<file path="src/rtl/tlm_hdl2hvl_pkg.sv">
// Shared types and helpers for the HDL-to-HVL multi-channel FIFO.
package tlm_hdl2hvl_pkg;

  typedef enum logic [1:0] {
    IDLE = 2'd0,
    WAIT = 2'd1,
    ACK  = 2'd2
  } get_state_e;

  // Index width for n items, never narrower than one bit.
  function automatic int unsigned clog2_min1(input int unsigned n);
    return (n <= 1) ? 1 : $clog2(n);
  endfunction

endpackage

</file>
<file path="src/rtl/tlm_fifo_chan.sv">
// One channel: circular word store with pointers, occupancy count and
// backpressure or discard-on-full behaviour.
module tlm_fifo_chan
  import tlm_hdl2hvl_pkg::*;
#(
  parameter int unsigned Twidth        = 32,
  parameter int unsigned Tdepth        = 4,
  parameter bit          Tdrop_on_full = 1'b0
) (
  input  logic              clock,
  input  logic              reset,
  input  logic              push_i,
  input  logic [Twidth-1:0] wdata_i,
  input  logic              pop_i,
  output logic              ready_o,
  output logic              empty_o,
  output logic              overflow_o,
  output logic [Twidth-1:0] head_o
);

  localparam int unsigned AW = clog2_min1(Tdepth);

  logic [Twidth-1:0] mem_q [Tdepth];
  logic [AW-1:0]     wptr_q, wptr_d;
  logic [AW-1:0]     rptr_q, rptr_d;
  logic [AW:0]       cnt_q, cnt_d;
  logic              ovf_q, ovf_d;
  logic              full, wr_en, rd_en;

  assign full       = (cnt_q == (AW+1)'(Tdepth));
  assign empty_o    = (cnt_q == '0);
  assign ready_o    = Tdrop_on_full ? 1'b1 : !full;
  assign overflow_o = ovf_q;
  assign head_o     = mem_q[rptr_q];
  assign wr_en      = push_i && !full;
  assign rd_en      = pop_i && !empty_o;

  // Pointers wrap naturally because Tdepth is a power of two.
  always_comb begin
    wptr_d = wptr_q + AW'(wr_en);
    rptr_d = rptr_q + AW'(rd_en);
    cnt_d  = cnt_q + (AW+1)'(wr_en) - (AW+1)'(rd_en);
    ovf_d  = ovf_q | (Tdrop_on_full && push_i && full);
  end

  always_ff @(posedge clock or posedge reset) begin
    if (reset) begin
      wptr_q <= '0;
      rptr_q <= '0;
      cnt_q  <= '0;
      ovf_q  <= 1'b0;
    end else begin
      wptr_q <= wptr_d;
      rptr_q <= rptr_d;
      cnt_q  <= cnt_d;
      ovf_q  <= ovf_d;
    end
  end

  // Data store is deliberately not reset.
  always_ff @(posedge clock) begin
    if (wr_en) mem_q[wptr_q] <= wdata_i;
  end

endmodule

</file>
<file path="src/rtl/tlm_hdl2hvl_mfifo.sv">
// Multi-channel HDL-to-HVL FIFO: per-channel writers, one blocking get port
// that pops a word from a selected channel.
module tlm_hdl2hvl_mfifo
  import tlm_hdl2hvl_pkg::*;
#(
  parameter int unsigned Twidth        = 32,
  parameter int unsigned Tdepth        = 4,
  parameter int unsigned Tchannels     = 2,
  parameter int unsigned Tdrop_on_full = 0,
  parameter int unsigned CW            = clog2_min1(Tchannels)
) (
  input  logic                        clock,
  input  logic                        reset,
  input  logic [Tchannels-1:0]        valid,
  output logic [Tchannels-1:0]        ready,
  input  logic [Tchannels*Twidth-1:0] dat_i,
  input  logic                        get_req,
  input  logic [CW-1:0]               get_chan,
  output logic                        get_busy,
  output logic                        get_ack,
  output logic [Twidth-1:0]           get_dat,
  output logic [Tchannels-1:0]        empty,
  output logic [Tchannels-1:0]        overflow
);

  localparam int unsigned NSLOT = 1 << CW;

  get_state_e        state_q, state_d;
  logic [CW-1:0]     chan_q, chan_d;
  logic [Twidth-1:0] dat_q, dat_d;
  logic              pop_en;
  logic [Twidth-1:0] head_w [NSLOT];
  logic [NSLOT-1:0]  slot_empty;
  logic [NSLOT-1:0]  slot_ok;

  // Unused index slots read as empty and out of range.
  for (genvar c = 0; c < NSLOT; c++) begin : g_chan
    if (c < Tchannels) begin : g_real
      tlm_fifo_chan #(
        .Twidth       (Twidth),
        .Tdepth       (Tdepth),
        .Tdrop_on_full(Tdrop_on_full != 0)
      ) u_chan (
        .clock     (clock),
        .reset     (reset),
        .push_i    (valid[c]),
        .wdata_i   (dat_i[c*Twidth +: Twidth]),
        .pop_i     (pop_en && (chan_q == CW'(c))),
        .ready_o   (ready[c]),
        .empty_o   (slot_empty[c]),
        .overflow_o(overflow[c]),
        .head_o    (head_w[c])
      );
      assign slot_ok[c] = 1'b1;
    end else begin : g_pad
      assign head_w[c]     = '0;
      assign slot_empty[c] = 1'b1;
      assign slot_ok[c]    = 1'b0;
    end
  end

  assign empty    = slot_empty[Tchannels-1:0];
  assign get_busy = (state_q != IDLE);
  assign get_ack  = (state_q == ACK);
  assign get_dat  = dat_q;

  // Get FSM: latch channel, block until data, pop and present for one cycle.
  always_comb begin
    state_d = state_q;
    chan_d  = chan_q;
    dat_d   = dat_q;
    pop_en  = 1'b0;
    case (state_q)
      IDLE: begin
        if (get_req) begin
          chan_d  = get_chan;
          state_d = WAIT;
        end
      end
      WAIT: begin
        if (!slot_ok[chan_q]) begin
          dat_d   = '0;
          state_d = ACK;
        end else if (!slot_empty[chan_q]) begin
          pop_en  = 1'b1;
          dat_d   = head_w[chan_q];
          state_d = ACK;
        end
      end
      ACK:     state_d = IDLE;
      default: state_d = IDLE;
    endcase
  end

  always_ff @(posedge clock or posedge reset) begin
    if (reset) begin
      state_q <= IDLE;
      chan_q  <= '0;
      dat_q   <= '0;
    end else begin
      state_q <= state_d;
      chan_q  <= chan_d;
      dat_q   <= dat_d;
    end
  end

endmodule

</file>
<file path="config.mk">
export PLATFORM = sky130hd
export DESIGN_NAME = tlm_hdl2hvl_mfifo
export DESIGN_NICKNAME = d
export VERILOG_FILES = /design/src/rtl/tlm_hdl2hvl_pkg.sv /design/src/rtl/tlm_fifo_chan.sv /design/src/rtl/tlm_hdl2hvl_mfifo.sv
export SDC_FILE = /design/constraint.sdc
export NUM_CORES = 1
export LEC_CHECK = 0
export CORE_MARGIN = 2
export CORE_UTILIZATION = 55
export CTS_BUF_LIST = sky130_fd_sc_hd__clkbuf_8
export CTS_CLUSTER_DIAMETER = 40
export DETAILED_ROUTE_END_ITERATION = 8
export GPL_TIMING_DRIVEN = 0
export PLACE_DENSITY_LB_ADDON = 0.1
export SETUP_SLACK_MARGIN = 0.3
export SYNTH_ARGS = -nofsm -noshare
export SYNTH_HDL_FRONTEND = slang
export SYNTH_HIERARCHICAL = 1
export SYNTH_SLANG_ARGS = --single-unit
export TNS_END_PERCENT = 50
</file>
<file path="constraint.sdc">
create_clock -name clock -period 5.2 [get_ports clock]
set_input_delay 1.04 -clock clock [delete_from_list [all_inputs] [get_ports clock]]
set_output_delay 1.04 -clock clock [all_outputs]
set_load 0.02 [all_outputs]
</file>
# Word level (Yosys, flattened, before mapping)
# Memory sizes are Yosys's and may differ from the RTL's.
# Cells that the tools add are included.
[word_totals] reg_bits=49 ramBits=256 in_bits=70 wordCells=66 mem_count=2
[op_classes] add_sub_neg=8 n_lt_le_gt_ge=2 eq_ne=7 n_mux=19 bitwise=2 reduce_logical=17
[memory_table] memory="g_chan[0].g_real.u_chan.mem_q" depth=4 word_bits=32 rd=1 rd_clocked_by_memory_dff=0 wr=1 line="tlm_fifo_chan.sv:23" rtl="logic [Twidth-1:0] mem_q [Tdepth];"
[memory_table] memory="g_chan[1].g_real.u_chan.mem_q" depth=4 word_bits=32 rd=1 rd_clocked_by_memory_dff=0 wr=1 line="tlm_fifo_chan.sv:23"
[op_table] op="2-to-1 mux 32 bit" n=5
[op_table] op="2-to-1 mux 1 bit" n=10
[op_table] op="adder 2 x 1 -> 2 bit" n=4
[op_table] op="adder 3 x 1 -> 3 bit" n=2
[op_table] op="== test 3 bit (second input constant)" n=2
[op_table] op="logical AND 1 bit" n=6
[op_table] op="logical NOT 3 bit" n=2
[op_table] op="2-to-1 mux 2 bit" n=3
[op_table] op="AND reduction 2 bit" n=3
[op_table] op="subtractor 3 x 1 -> 3 bit" n=2
[op_table] op="logical NOT 1 bit" n=4
[op_table] op="inequality test 2 bit (second input constant)" n=2
[op_table] op="case mux 2 bit (2 select lines)" n=1
[op_table] op="inequality test 3 bit (second input constant)" n=1
[op_table] op="== test 2 x 1 -> 1 bit (second input constant)" n=1
[op_table] op="== test 2 bit (second input constant)" n=1
[op_table] op="greater-or-equal comparator 2 bit (second input constant)" n=1
[op_table] op="logical NOT 2 bit" n=1
[op_table] op="< comparator 1 x 2 -> 1 bit (second input constant)" n=1
[op_table] op="NOT 1 -> 2 bit" n=1
[op_table] op="nonzero test 2 bit" n=1
[op_table] op="NOT 1 bit" n=1

# Logic depth before layout (Yosys ltp)
[logic_depth] ltp_word=9 depth_mapped=9

# Modules after synthesis
# The synthesis kept the hierarchy.
[modules_own_cells] mod="tlm_fifo_chan" n_inst=2 cells_per_inst=203 area_per_inst_um2=5074.9 seq_area_each_um2=4018.9
[modules_own_cells] mod="tlm_hdl2hvl_mfifo" n_inst=1 cells_per_inst=119 area_per_inst_um2=1873.0 seq_area_each_um2=875.8

# Least setup slack after synthesis
# No wires, ideal clock.
[synth_timing] path_kind="input port to flip-flop" start="input port valid[0]" end="memory g_chan[0].g_real.u_chan.mem_q[0][0], enable pin" setup_ns=0.513 arrival_time_ns=4.351 required_time_ns=4.687 setup_slack_ns=0.336 path_stages=1 path_buffers=0 path_cell_list="nor4b_1"
[synth_between] elab_chain_len=3
[synth_lines] element="start, declared" line="tlm_hdl2hvl_mfifo.sv:14" rtl="input logic [Tchannels-1:0] valid,"
[synth_lines] element="logical AND 1 bit" line="tlm_fifo_chan.sv:35" rtl="assign wr_en = push_i && !full;"
[synth_lines] element="2-to-1 mux 1 bit" line="tlm_fifo_chan.sv:62" rtl="if (wr_en) mem_q[wptr_q] <= wdata_i;"
[synth_lines] element="2-to-1 mux 1 bit (implied by the code)" line="tlm_fifo_chan.sv:62"
[synth_lines] element="end, declared" line="tlm_fifo_chan.sv:23"
# No other way between the ends.

# Final worst setup path
[layout_timing] start="register g_chan[0].g_real.u_chan.cnt_q[1]" end="output port empty[0]"
[layout_between] elab_chain_len=1
[layout_lines] element="start, declared" line="tlm_fifo_chan.sv:26" rtl="logic [AW:0] cnt_q, cnt_d;"
[layout_lines] element="start signal, assigned" line="tlm_fifo_chan.sv:55" rtl="cnt_q <= cnt_d;"
[layout_lines] element="logical NOT 3 bit" line="tlm_fifo_chan.sv:31" rtl="assign empty_o = (cnt_q == '0);"
[layout_lines] element="end, declared" line="tlm_hdl2hvl_mfifo.sv:22" rtl="output logic [Tchannels-1:0] empty,"
# No other way between the ends.

==> reports/results.tsv <==
metric	value	unit
p_switching	2610	uW
cts_tree	built	
area_growth	23.9	%
slew_headroom	34.1	%
post_cts_resize_count	0	
grt_overflow	0	
die_w	152	microns
seqPwrFrac	39.7	%
rsz0062_at_grt	false	
drc	0	
start_kind	register	
netlist_instances	525	
grt_pass1_wl	35900	microns
postCtsSetupBuffers	0	
max_slew.worst_pin.slew	0.985	ns
utilization	68.9	%
cts_hold_buf	0	
cp.required	4.16	ns
setup_viol	0	
critPathTopFamily	buffers and inverters	
fin_nets	784	
finalCriticalPeriod	3.36	ns
synth_seq_cells	305	
place.gp.congestion	0.703	
hold_viol_final	0	
drt_iter0_markers	321	
synth_area_per_cell	22.9	sq um
start_util	55.6	%
hold_class	reg2reg	
io_pins	110	
synth-async-reset-ratio	16.1	%
die_area	23100	sq um
worstSetupPathDepth	2	
core	21600	sq um
wl_per_cell	22.2	microns
placed_cell_area	13800	sq um
synth_top_area_share	63.9	%
p_sw_share	29.1	%
slowest_delay	0.73	ns
drv_slew	0	
status	completed	
synth_edf_count	256	
finalClockSkew	0.0186	ns
power_density	602	nW/um^2
intPower	6360	uW
power.share.clock	24.8	%
max_freq	298	MHz
cts_max_path_buffers	3	
vdd_drop_max	0.339	mV
h-tree-depth	2	
yosysWarnings	6	
synth_nets	601	
grt_use_total	20.6	%
vias_per_cell	5.56	
dp_hpwl	15600	microns
multi_input_area	2900	sq um
worstSetupStartpoint	g_chan[0].g_real.u_chan/cnt_q[1]$_DFF_PP0_	
synth_common_cells	edfxtp_1 (256), mux4_2 (56), dfrtp_1 (49)	
ys_seq_area_share	74.1	%
antenna_found_initial	0	
maxCapViolCount	0	
path_cells	nor3_1 > clkdlybuf4s50_1	
regArea	8910	sq um
synthesis.area	12000	sq um
final.period_utilization	64.6	%
r2r_slack	2.16	ns
synth_area_leader_cell	edfxtp_1	
clk_latency	0.55	ns
hp-start	get_dat[4]$_DFFE_PP0P_	
numPortBuffers	107	
reg2reg_from	chan_q$_DFFE_PP0P_	
holdPathStages	1	
critPathBufInv	1	
drive_gt1_share	34.7	%
ff2ff_path_depth	8	
numCtsBuffers	51	
grt_pass1_vias	6333	
worstPathArrival	2.32	ns
crit_path_end_kind	output pin	
core.rowCount	54	
firstDrtPassIters	4	
power.share.combinational	35.6	%
stdcell_area	14900	sq um
numClockSinks	305	
leakagePower	0.00531	uW
vias	5721	
slowest_stage	clkdlybuf4s50_1	
path_max_fanout	7	
fillers	1416	
diodes	0	
critPathKind	reg2out	
synth.most_common_cell	edfxtp_1	
die_h	152	microns
clkTransAtPathRegs	0.06	ns
cts_root_buffer	clkbuf_8	
synth.area.top_cells	edfxtp_1 (64%), mux4_2 (10%), dfrtp_1 (10%), mux2_4 (3.6%), mux2_2 (3.4%)	
routed_wl	22900	microns
ys_types	34	
grt_max_degree	19	
synthFlopType	edfxtp_1	
ant_nets	0	
==> per-stage QoR <==
stage / total power (uW) / TNS, ns / instances / setup WS, ns / hold WS, ns
2_1_floorplan: 5750 / 0 / 525 / 0.336 / 0.478
3_3_place_gp: 6660 / -577.25 / 912 / -3.38 / 0.494
3_5_place_dp: 6860 / 0 / 935 / 1.80 / 0.495
4_1_cts: 9110 / 0 / 1029 / 1.81 / 0.513
5_1_grt: 9430 / 0 / 1029 / 1.72 / 0.519
6_report: 8970 / 0 / 1029 / 1.84 / 0.511
==> sequential cells by signal (all words and copies together), names as in the netlist <==
register                     cells
g_chan.g_real.u_chan/mem_q     256
get_dat                         32
g_chan.g_real.u_chan/cnt_q       6
g_chan.g_real.u_chan/rptr_q      4
g_chan.g_real.u_chan/wptr_q      4
state_q                          2
chan_q                           1
==> area by class of cell <==
type                       instances  share of cell area [%]
clock inverter                    38                    2.24
clock buffer                      56                    5.17
buffer                            25                    1.70
multi-input combinational        186                    19.4
sequential                       305                    59.8
tap                              280                    2.35
timing repair buffer             130                    9.05
inverter                           9                   0.227
==> cell usage in the layout (no fill, tap or decap), drive strengths merged <==
cell,netlist,final
a211oi,1,1
a221oi,2,2
and4b,2,2
buf,22,45
bufinv,0,6
clkbuf,3,59
clkdlybuf4s50,0,107
clkinv,0,22
clkinvlp,0,2
conb,2,2
dfrtp,49,49
edfxtp,256,256
fa,2,2
ha,4,4
inv,9,17
mux2,65,65
mux2i,3,3
mux4,64,64
nand2,1,1
nand3b,1,1
nor2,6,6
nor2b,3,3
nor3,2,2
nor3b,2,2
nor4b,3,3
nor4bb,5,5
o21a,2,2
o311ai,2,2
o31ai,2,2
or2,2,2
xnor2,8,8
xor2,2,2
==> cells by family after synthesis <==
| logic type | share of synthesized area, % |
|---|---|
| DFF | 74.1 |
| muxes | 19.6 |
| buffers and inverters | 2.39 |
| and+or+nand+nor | 1.74 |
| xor gates and xnor gates | 0.729 |
| AOI/OAI and AO/OA | 0.604 |
| adders and majority gates | 0.749 |
| other | 0.0625 |
==> layer usage <==
layer	vias to the layer above	track usage, %	wire length (microns)
li1	2529	-	-
met1	2991	26.9	9460
met2	164	35.0	11900
met3	37	4.25	1040
met4	0	6.85	444
met5	-	0	0
==> power by group through the flow <==
stage	Sequential [uW]	Combinational [uW]	Clock, uW
2_1_floorplan	3730	2020	0
3_3_place_gp	3630	3030	0
3_5_place_dp	3610	3250	0
4_1_cts	3570	3260	2280
5_1_grt	3620	3430	2380
6_report	3560	3190	2220
==> final timing paths <==
check,to
setup / recovery,empty[0]
min in group asynchronous,g_chan[1].g_real.u_chan/cnt_q[1]$_DFF_PP0_
max in group asynchronous,get_dat[15]$_DFFE_PP0P_
hold reg to reg,get_dat[4]$_DFFE_PP0P_
hold / removal,get_dat[4]$_DFFE_PP0P_
setup reg to reg,g_chan[1].g_real.u_chan/cnt_q[2]$_DFF_PP0_
No activity file was read; power rests on OpenSTA's default activity.
